==> src/rtl/enc_pkg.sv <==
// enc_pkg: shared helpers for the priority encoder family.
//   MAX_N         - largest supported request vector width
//   clog2_f       - ceil(log2(n)), used to size index ports
//   onehot_to_bin - binary index of a one-hot vector (OR of set positions)
//   popcount_ge2  - true when two or more bits of a vector are set
package enc_pkg;

  localparam int MAX_N = 64;

  function automatic int clog2_f(input int n);
    int r;
    r = 0;
    for (int i = 0; i <= 7; i++) begin
      if ((1 << i) < n) r = i + 1;
    end
    return r;
  endfunction

  // Valid only for one-hot or zero input; zero maps to index 0.
  function automatic int onehot_to_bin(input logic [MAX_N-1:0] oh);
    int r;
    r = 0;
    for (int i = 0; i < MAX_N; i++) begin
      if (oh[i]) r = r | i;
    end
    return r;
  endfunction

  // Clearing the lowest set bit leaves something only if a second bit exists.
  function automatic logic popcount_ge2(input logic [MAX_N-1:0] v);
    return |(v & (v - MAX_N'(1)));
  endfunction

endpackage

==> src/rtl/prio_pick.sv <==
// prio_pick: combinational first-set-bit search starting at a pointer.
//   req    [N-1:0] - request vector
//   start  [W-1:0] - search start position (must be < N)
//   onehot [N-1:0] - one-hot of the winning line, 0 when req == 0
//   idx    [W-1:0] - binary index of the winning line, 0 when req == 0
//   any            - at least one request is set
// Search order is start, start+1, ..., N-1, 0, ..., start-1.
module prio_pick
  import enc_pkg::*;
#(
  parameter int N = 8,
  parameter int W = clog2_f(N)
) (
  input  logic [N-1:0] req,
  input  logic [W-1:0] start,
  output logic [N-1:0] onehot,
  output logic [W-1:0] idx,
  output logic         any
);

  logic [2*N-1:0] dbl;
  logic [2*N-1:0] masked;
  logic [2*N-1:0] first;

  // The request vector is laid out twice so a wrapped search becomes a plain
  // lowest-bit search: masking off positions below start leaves the upper copy
  // to supply the wrapped-around lines.
  always_comb begin
    dbl    = {req, req};
    masked = dbl & ({(2*N){1'b1}} << start);
    first  = masked & (~masked + (2*N)'(1));
    onehot = first[N-1:0] | first[2*N-1:N];
    idx    = W'(onehot_to_bin(MAX_N'(onehot)));
    any    = |req;
  end

endmodule

==> src/rtl/prio_encoder_rr.sv <==
// prio_encoder_rr: N-to-log2(N) priority encoder with a registered result.
//   clk, rst_n        - clock, asynchronous active-low reset
//   in_valid, in_req  - request vector and its qualifier
//   in_ready          - block can accept in_req this cycle
//   out_valid         - out_idx/out_onehot/out_multi hold a result
//   out_ready         - downstream consumes the result this cycle
//   out_idx           - binary index of the winning line
//   out_onehot        - one-hot of the winning line
//   out_multi         - accepted request had two or more bits set
//   dbg_ptr           - current round-robin pointer (always 0 in fixed mode)
// RR_MODE=0: lowest index wins. RR_MODE=1: search starts at a rotating pointer
// that moves to one past the last winner, wrapping at N.
module prio_encoder_rr
  import enc_pkg::*;
#(
  parameter int N       = 8,
  parameter int W       = clog2_f(N),
  parameter bit RR_MODE = 1'b0
) (
  input  logic         clk,
  input  logic         rst_n,
  input  logic         in_valid,
  input  logic [N-1:0] in_req,
  output logic         in_ready,
  output logic         out_valid,
  input  logic         out_ready,
  output logic [W-1:0] out_idx,
  output logic [N-1:0] out_onehot,
  output logic         out_multi,
  output logic [W-1:0] dbg_ptr
);

  // Handshake: a transfer happens on a side only in a cycle where its valid
  // and ready are both high. in_ready depends only on the output register
  // state and out_ready, never on in_valid. Once out_valid rises the result
  // holds unchanged until the cycle out_ready is seen high.

  logic         out_valid_q, out_valid_d;
  logic [W-1:0] out_idx_q, out_idx_d;
  logic [N-1:0] out_onehot_q, out_onehot_d;
  logic         out_multi_q, out_multi_d;
  logic [W-1:0] ptr_q, ptr_d;

  logic [W-1:0] pick_start;
  logic [N-1:0] pick_onehot;
  logic [W-1:0] pick_idx;
  logic         pick_any;
  logic         accept;
  logic         accept_nz;
  logic         pop;

  assign pick_start = RR_MODE ? ptr_q : '0;

  prio_pick #(
    .N (N),
    .W (W)
  ) u_pick (
    .req    (in_req),
    .start  (pick_start),
    .onehot (pick_onehot),
    .idx    (pick_idx),
    .any    (pick_any)
  );

  // Single output register: free when empty or being drained this cycle.
  assign in_ready  = !out_valid_q || out_ready;
  assign accept    = in_valid && in_ready;
  assign accept_nz = accept && pick_any;
  assign pop       = out_valid_q && out_ready;

  always_comb begin
    out_valid_d  = out_valid_q;
    out_idx_d    = out_idx_q;
    out_onehot_d = out_onehot_q;
    out_multi_d  = out_multi_q;
    ptr_d        = ptr_q;
    if (accept_nz) begin
      out_valid_d  = 1'b1;
      out_idx_d    = pick_idx;
      out_onehot_d = pick_onehot;
      out_multi_d  = popcount_ge2(MAX_N'(in_req));
      if (RR_MODE) begin
        // Wrap at N, which need not be a power of two.
        ptr_d = (pick_idx == W'(N - 1)) ? '0 : pick_idx + W'(1);
      end
    end else if (pop) begin
      // An all-zero accept in the same cycle produces nothing to replace it.
      out_valid_d = 1'b0;
    end
  end

  always_ff @(posedge clk or negedge rst_n) begin
    if (!rst_n) begin
      out_valid_q  <= 1'b0;
      out_idx_q    <= '0;
      out_onehot_q <= '0;
      out_multi_q  <= 1'b0;
      ptr_q        <= '0;
    end else begin
      out_valid_q  <= out_valid_d;
      out_idx_q    <= out_idx_d;
      out_onehot_q <= out_onehot_d;
      out_multi_q  <= out_multi_d;
      ptr_q        <= ptr_d;
    end
  end

  assign out_valid  = out_valid_q;
  assign out_idx    = out_idx_q;
  assign out_onehot = out_onehot_q;
  assign out_multi  = out_multi_q;
  assign dbg_ptr    = ptr_q;

endmodule

==> config.mk <==
export PLATFORM = sky130hd
export DESIGN_NAME = prio_encoder_rr
export DESIGN_NICKNAME = d
export VERILOG_FILES = /design/src/rtl/enc_pkg.sv /design/src/rtl/prio_pick.sv /design/src/rtl/prio_encoder_rr.sv
export SDC_FILE = /design/constraint.sdc
export NUM_CORES = 1
export LEC_CHECK = 0
export CAP_MARGIN = 20
export CORE_MARGIN = 2
export CORE_UTILIZATION = 30
export CTS_CLUSTER_SIZE = 10
export DETAILED_ROUTE_END_ITERATION = 6
export GPL_ROUTABILITY_DRIVEN = 0
export PLACE_DENSITY_LB_ADDON = 0.05
export REMOVE_ABC_BUFFERS = 1
export SETUP_SLACK_MARGIN = 0.2
export SYNTH_ARGS = -nofsm -noshare
export SYNTH_HDL_FRONTEND = slang
export SYNTH_HIERARCHICAL = 1
export SYNTH_SLANG_ARGS = --single-unit
==> constraint.sdc <==
create_clock -name clk -period 2.8 [get_ports clk]
set_input_delay 0.56 -clock clk [delete_from_list [all_inputs] [get_ports clk]]
set_output_delay 0.56 -clock clk [all_outputs]
set_load 0.005 [all_outputs]
==> impl_metrics.toml <==
[final_layout]
final_nets = 174
area_delta_synth_final_pct = 34.2
final_common_cell = "nand2_1"
layout_common_cells = "43 x nand2_1, 25 x clkdlybuf4s50_1, 13 x dfrtp_1, 8 x nor2_1"
drive_above_1_share_pct = 9.94
antennaDiodeCount = 0

[pwr]
seqPwrFrac_pct = 43.6
p_sw_w = 0.000149
pwr-share-clk_pct = 23.1
power.internal_w = 0.000350
p_per_area_nw_per_um2 = 378
finalPower_w = 0.000499
combinationalPowerShare_pct = 33.3
leakagePower_nw = 0.560
swShare_pct = 29.8
peakVddDrop_uv = 238

[logic_synthesis]
yosys.area.top_type = "dfrtp_1"
syn_area_um2 = 985
synth_seq_cells = 13
synthMuxAreaShare_pct = 0
ys_top_cells_by_area = "dfrtp_1 33%, nand2_1 16%, nor2b_1 3.8%, nor2_1 3.0%, o211ai_1 3.0%"
synth_top_family_by_area = "simple AND/OR/NAND/NOR gates"
synthXorXnorAreaFrac_pct = 0
synth_top_area_share_pct = 33.0
synth-edff-count = 0
yosys_warnings = 6
synthCells = 130
ys_async_sr_fraction_pct = 100
synth-simple-area-share_pct = 43.7
syn_area_per_cell_um2 = 7.57
synthAdderAreaFrac_pct = 1.02
synth_cell_types = 41
seq_area_frac_synth_pct = 33.0
ys.flop_type = "dfrtp_1"
synth_compound_area_share_pct = 15.9

[setup_path]
critPathKind = "in -> reg"
cp_slowest_cell = "clkdlybuf4s50_1"
crit_arrival_ns = 2.50
cp_slowest_stage_delay_ns = 0.64
cp-end-kind = "flop"
r2r_slack_ns = 1.42
crit_path_cell_trace = "clkdlybuf4s50_1, nor2b_4, o21ai_2, and3_4, and3_4, or4_1, nand2_1, nand2_1"
timing.rr.start = "out_valid"
critPathLaunchType = "primary input"
cp.depth = 8
endpoint = "out_idx[0]"
worst-path-max-fanout = 9
critPathTopFamily = "simple AND/OR/NAND/NOR gates"
crit_path_start = "in_req[0]"
cp_num_buf_inv = 1
reg2reg_to = "out_multi"
ff2ff_path_depth = 4
crit_required_ns = 2.97

[place]
hpwl_um = 1880
port_buffers = 25

[min_path]
min_path_type = "reg -> reg"

[sta]
fin_skew_ns = 0.000326
setup_viol = 0
tns_ns = 0
rsz0062_at_grt = "no"
worst_pin_slew_ns = 0.583
relSlewSlack_pct = 61.0
finalCriticalPeriod_ns = 2.33
clock.fmax_mhz = 429
maxSlewViolCount = 0
hold_violations = 0
fin_crit_sh_pct = 83.3

[global_route]
gr-usage-all-layers_pct = 15.2
grt_pass1_wl_um = 4200
grt_pass1_vias = 932
antenna_found_initial = 0
grt_max_degree = 14
grt-ovfl-total = 0

[routing]
drtIter0Drc = 43
dr_total_vias = 1008
drcViolationCount = 0
ant_nets = 0
wire_per_inst_um = 12.2
wl_um = 2490
drt-pass1-iter-count = 4
viasPerCell = 4.92

[cts]
numCtsBuffers = 3
post_cts_buffers = 0
clock_path_buffers = 2
cts_tree = "done"
htree_levels = 1
postCtsResizedCells = 0
hold_buffers = 0
clk_latency_ns = 0.27
clk_pin_slew_worst_paths_ns = 0.08
cts-root-buf = "clkbuf_4"
clkSinkCount = 13

[floorplan]
die-area_um2 = 3760
die_y_um = 61.3
start_util_pct = 32.0
num_io_pins = 29
num_rows = 20
die_w_um = 61.3
core-area_um2 = 3080

[outcome]
outcome = "complete, no violations"

[run]
cap_viol_max_count = 0
==> Yosys cell counts (all sizes together) (3+ instances only) <==
cell type / count
nand2b: 3
nand2: 43
buf: 6
nor2: 8
nor4: 3
a21oi: 4
nor2b: 7
dfrtp: 13
o211ai: 4
nand3: 3
o21ai: 5
==> stage by stage <==
step | hold slack, ns | cells | setup slack (ns) | utilization [%] | area (um2)
after floorplan | 0.264 | 127 | 0.983 | - | 952
after global placement | 0.459 | 201 | 0.242 | 42.1 | 1290
after detailed placement | 0.464 | 201 | 0.193 | 42.1 | 1290
after CTS | 0.483 | 205 | 0.477 | 42.9 | 1320
after global routing | 0.504 | 205 | 0.341 | 42.9 | 1320
final | 0.475 | 205 | 0.467 | 42.9 | 1320
==> power groups by stage <==
stage / clock (W) / combinational [W] / sequential, W
CTS: 0.000121 / 0.000165 / 0.000218
floorplan: 0 / 0.0000713 / 0.000223
detailed placement: 0 / 0.000164 / 0.000222
global route: 0.000132 / 0.000188 / 0.000220
finish: 0.000115 / 0.000166 / 0.000218
global placement: 0 / 0.000164 / 0.000221
==> routing by layer <==
metal | part of all wire [%] | global-route usage [%] | wire length, um | vias to the layer above
li1 | - | - | - | 511
met1 | 47 | 20.7 | 1180 | 469
met2 | 47 | 24.2 | 1180 | 26
met3 | 4.7 | 4.41 | 116 | 2
met4 | 0.52 | 2.80 | 13 | 0
met5 | 0 | 0 | 0 | -
==> state kept, by name, indices dropped and copies added, names as in the netlist <==
name,flops
out_valid,1
out_idx,3
out_multi,1
out_onehot,8
==> final cells by class <==
class / instances / area, um2
Tap cell: 44 / 55.1
Sequential cell: 13 / 325
Timing Repair Buffer: 30 / 288
Multi-Input combinational cell: 112 / 619
Clock buffer: 4 / 26.3
Fill cell: 328 / 1760
Inverter: 2 / 7.51
==> worst register-to-register path, stage by stage (launching register included) <==
cell and delay, ns:
dfrtp_1 0.38, nand2b_1 0.13, nor2b_1 0.45, o211ai_1 0.21, o211ai_1 0.13
==> kinds of logic (layout without fill, tap and decap cells) <==
kind of cell / Yosys count / after routing
AOI/OAI and AO/OA: 21 / 21
adders and majority gates: 1 / 1
buffers and inverters: 10 / 36
DFF: 13 / 13
other: 1 / 6
and+or+nand+nor: 84 / 84
==> worst min-delay path by stage <==
stage                  startpoint            end  slack [ns]  cells past startpoint
floorplan                   rst_n     out_idx[0]        0.26                      0
global placement    out_onehot[0]  out_onehot[0]        0.46                      2
detailed placement  out_onehot[5]  out_onehot[5]        0.46                      2
CTS                 out_onehot[5]  out_onehot[5]        0.48                      2
global route        out_onehot[5]  out_onehot[5]        0.50                      2
finish              out_onehot[5]  out_onehot[5]        0.47                      2
(Power assumes the default switching activity.)
==> RTL edit 1: new RTL, same settings <==
`N` is set to 8 in 2 places; all go to 16.
--- a/src/rtl/prio_pick.sv
+++ b/src/rtl/prio_pick.sv
@@ -9,5 +9,5 @@
   import enc_pkg::*;
 #(
-  parameter int N = 8,
+  parameter int N = 16,
   parameter int W = clog2_f(N)
 ) (
--- a/src/rtl/prio_encoder_rr.sv
+++ b/src/rtl/prio_encoder_rr.sv
@@ -14,5 +14,5 @@
   import enc_pkg::*;
 #(
-  parameter int N       = 8,
+  parameter int N       = 16,
   parameter int W       = clog2_f(N),
   parameter bit RR_MODE = 1'b0
Ports: changed (resized dbg_ptr, in_req, out_idx and out_onehot); port bits go from 29 to 47. No check against the original RTL was run, so the function may have changed too.
==> RTL edit 1 against the unedited design <==
Power up 89%; synthesized area rose by 100%; final area increased by 120%; combinational power rose by 130%; first-iteration DRC count rose by 98%; routed wire length grew 140%; sequential cell count is 9 higher; setup slack lost 0.20 ns; core utilization rose by 3.7 points; critical endpoint is now out_idx[2]$_DFFE_PN0P_; sequential share of layout area decreased by 6.0 points.
==> RTL edit 1: results <==
{
  "cts_root_buffer": "clkbuf_8",
  "skew_ns": 0.006472,
  "irDropWorstVdd_mv": 0.2192,
  "largest_reg_flops": 16,
  "grt_pass1_wl_mm": 9.687,
  "status": "finished, final reports clean",
  "worstReg2RegEnd": "out_multi$_DFFE_PN0P_",
  "drt_iter0_markers": 85,
  "totalWireLength_mm": 5.917,
  "startpoint": "in_req[12]",
  "power.share.clock_pct": 21.3,
  "drive_gt1_share_pct": 33.75,
  "grt_max_degree": 23,
  "place_inst": 387,
  "r2r_slack_ns": 1.16,
  "netlist_top_cells_count": "27 x nand2_1, 22 x dfrtp_1, 20 x mux2_2",
  "vias": 1978,
  "r2r_cells": 5,
  "dpl.hpwl_mm": 4.631,
  "synthTopCellsByArea": "dfrtp_1 28%, mux2_2 11%, nand2_1 5.2%",
  "worstPathArrival_ns": 2.69,
  "grt_use_total_pct": 16.76,
  "netSwitchingPower_mw": 0.2909,
  "fillers": 627,
  "p_comb_mw": 0.381,
  "synth_cells": 221,
  "port_buffers": 42,
  "wire_per_inst_um": 15.02,
  "power.leakage_nw": 1.234,
  "yosysUniqueCellTypes": 61
}
## RTL edit 1: cell count changes after synthesis, sizes merged, moves of 5 or more
cell	before	now
a21oi	4	10
nand3	3	8
nand2	43	27
a211oi	1	6
mux2	0	20
nor2	8	22
o21ai	5	13
dfrtp	13	22
buf	6	11
## RTL edit 1: how the worst min path moves through the flow
stage	start	to	depth (start not counted)
2_1_floorplan	rst_n	out_idx[0]$_DFFE_PN0P_	0
3_3_place_gp	out_onehot[15]$_DFFE_PN0P_	out_onehot[15]$_DFFE_PN0P_	1
3_5_place_dp	out_multi$_DFFE_PN0P_	out_multi$_DFFE_PN0P_	1
4_1_cts	out_multi$_DFFE_PN0P_	out_multi$_DFFE_PN0P_	1
5_1_grt	out_multi$_DFFE_PN0P_	out_multi$_DFFE_PN0P_	1
6_report	out_multi$_DFFE_PN0P_	out_multi$_DFFE_PN0P_	1
## RTL edit 1: kinds of logic (layout without fill, tap and decap cells)
logic type	after synthesis	in the layout	synth area share [%]
compound gates	59	59	24.75
buf+inv	17	100	4.961
flops	22	22	27.99
mux	21	21	11.96
other cells	1	14	0.1907
simple gates	101	101	30.15
## RTL edit 1: routing by layer
metal | share of wire [%] | track usage [%]
met1 | 49 | 22.94
met2 | 47 | 27.70
met3 | 3.2 | 2.918
met4 | 0.96 | 3.752
met5 | 0 | 0
## RTL edit 1: metrics by stage
stage | power [mW] | area [um2] | setup TNS (ns) | util [%] | setup slack [ns]
global route | 1.006 | 2959 | 0 | 46.60 | 0.1671
detailed placement | 0.7243 | 2814 | -0.4661 | 44.32 | -0.1666
global placement | 0.7246 | 2814 | -0.4481 | 44.32 | -0.1646
CTS | 0.9373 | 2863 | 0 | 45.08 | 0.1753
floorplan | 0.5211 | 1937 | -0.08965 | - | -0.08965
finish | 0.9432 | 2959 | 0 | 46.60 | 0.2620
## RTL edit 1: timing repair
item                                    CTS  global route
resized for setup                         3            16
buffers inserted                          0             4
hold buffers                              0             0
pin swaps                                 1             5
endpoints found under the setup margin    3             6
## RTL edit 1: critical path, cell delays in order
cell and delay (ns):
clkdlybuf4s50_1 0.50, buf_4 0.15, a21oi_1 0.05, a31oi_1 0.15, o21bai_1 0.08, o21ai_1 0.22
nand2_1 0.10, o21bai_2 0.15, or4b_4 0.46, mux2_2 0.27
## RTL edit 1: area by class of cell
class / instances / area, um2 / area share, %
Timing Repair Buffer: 92 / 820.8 / 27.74
Multi-Input combinational cell: 195 / 1431 / 48.37
Inverter: 5 / 18.77 / 0.6342
Clock buffer: 3 / 41.29 / 1.395
Tap cell: 77 / 96.34 / 3.256
Sequential cell: 22 / 550.5 / 18.60
==> RTL edit 2: new RTL, same settings <==
Made on the original files. Reset style: synchronous (`rst_n`), changed in one clocked block. Comments in the files are not updated.
--- a/src/rtl/prio_encoder_rr.sv
+++ b/src/rtl/prio_encoder_rr.sv
@@ -90,5 +90,5 @@
   end
 
-  always_ff @(posedge clk or negedge rst_n) begin
+  always_ff @(posedge clk) begin
     if (!rst_n) begin
       out_valid_q  <= 1'b0;
Function: differs if rst_n is asserted again (counterexample within 4 cycles, from zero or initial values and one cycle with rst_n low); with rst_n held inactive, the same outputs for 10 cycles.
==> RTL edit 2 against the unedited design <==
Setup slack got worse by 0.0057 ns; power decreased by 11%; highest routed layer unchanged; largest cell class unchanged; critical path type unchanged; critical path depth stayed put; clock skew increased by 0.0020 ns; largest power group unchanged; combinational power shrank 20%; routed wire length fell by 4.5%; die area fell by 3.4%; sequential cell count did not move; final area is 3.6% lower; worst hold slack worse by 0.022 ns; via count grew 2.3%; synthesized area is 3.7% lower.
==> RTL edit 2: results <==
{
  "status": "finished, final reports clean",
  "timing.rr.start": "out_valid$_SDFFE_PN0P_",
  "worstReg2RegEnd": "out_multi$_SDFFE_PN0P_",
  "synth_compound_area_share_pct": 21.64,
  "power_density_nw_per_um2": 347.5,
  "totalWireLength_mm": 2.380,
  "irDropWorstVdd_mv": 0.2372,
  "cp_max_fo": 10,
  "multi_input_area_share_pct": 50.29,
  "avgSynthCellArea_um2": 7.185,
  "synth-main-ff-cell": "dfxtp_1",
  "min-delay-start": "out_onehot[2]$_SDFFE_PN0P_",
  "worstMarginPinSlew_ns": 0.6988,
  "r2r_slack_ns": 1.31,
  "buffers": 29,
  "grt_pass1_wl_mm": 3.898,
  "synthTopCellsByArea": "dfxtp_1 27%, nand2_1 12%, a21oi_1 7.9%",
  "use_met3_pct": 4.113,
  "drt_iter0_markers": 33,
  "synth.area.mux_share_pct": 1.055,
  "ys_seq_area_share_pct": 27.44,
  "power.leakage_nw": 0.4346,
  "inverters_excl_clock": 3,
  "avgViaCountPerCell": 5.029,
  "grt_use_total_pct": 14.00,
  "netlist_top_cells_count": "30 x nand2_1, 15 x a21oi_1, 13 x dfxtp_1",
  "wire_per_inst_um": 11.61,
  "regArea_um2": 260.3,
  "whs_ns": 0.4524,
  "min_to": "out_onehot[2]$_SDFFE_PN0P_",
  "dp_slack_ns": 0.1895,
  "nonClkBufAreaFrac_pct": 22.00,
  "met1Wirelength_mm": 1.144,
  "skew_ns": 0.002346,
  "grt_pass1_vias": 905
}
==> RTL edit 2: cell count changes in the layout (fill, tap and decap cells not counted), moves of 2 or more <==
cell	before	now
or3_1	2	0
o211ai_1	4	2
dfxtp_1	0	13
a21oi_1	3	15
dfrtp_1	13	0
nand2_1	43	30
==> RTL edit 2: worst max-delay path, cell delays in order <==
cell and delay, ns:
clkdlybuf4s50_1 0.66, or2_1 0.20, a21oi_2 0.10, and3_4 0.16, and3_4 0.16, or4_1 0.51
nand2_1 0.08, a21oi_1 0.06
==> RTL edit 2: kinds of logic after synthesis <==
kind of cell,Yosys count
adders and majority gates,2
other,1
muxes,1
DFF,13
buffers and inverters,12
AOI/OAI and AO/OA,32
and+or+nand+nor,71
==> RTL edit 2: power breakdown <==
| group | leakage (nW) | internal [mW] | switching, mW |
|---|---|---|---|
| registers | 0.106 | 0.194 | 0.00432 |
| logic | 0.313 | 0.0659 | 0.0676 |
| clock network | 0.0150 | 0.0551 | 0.0559 |
| total | 0.435 | 0.315 | 0.128 |
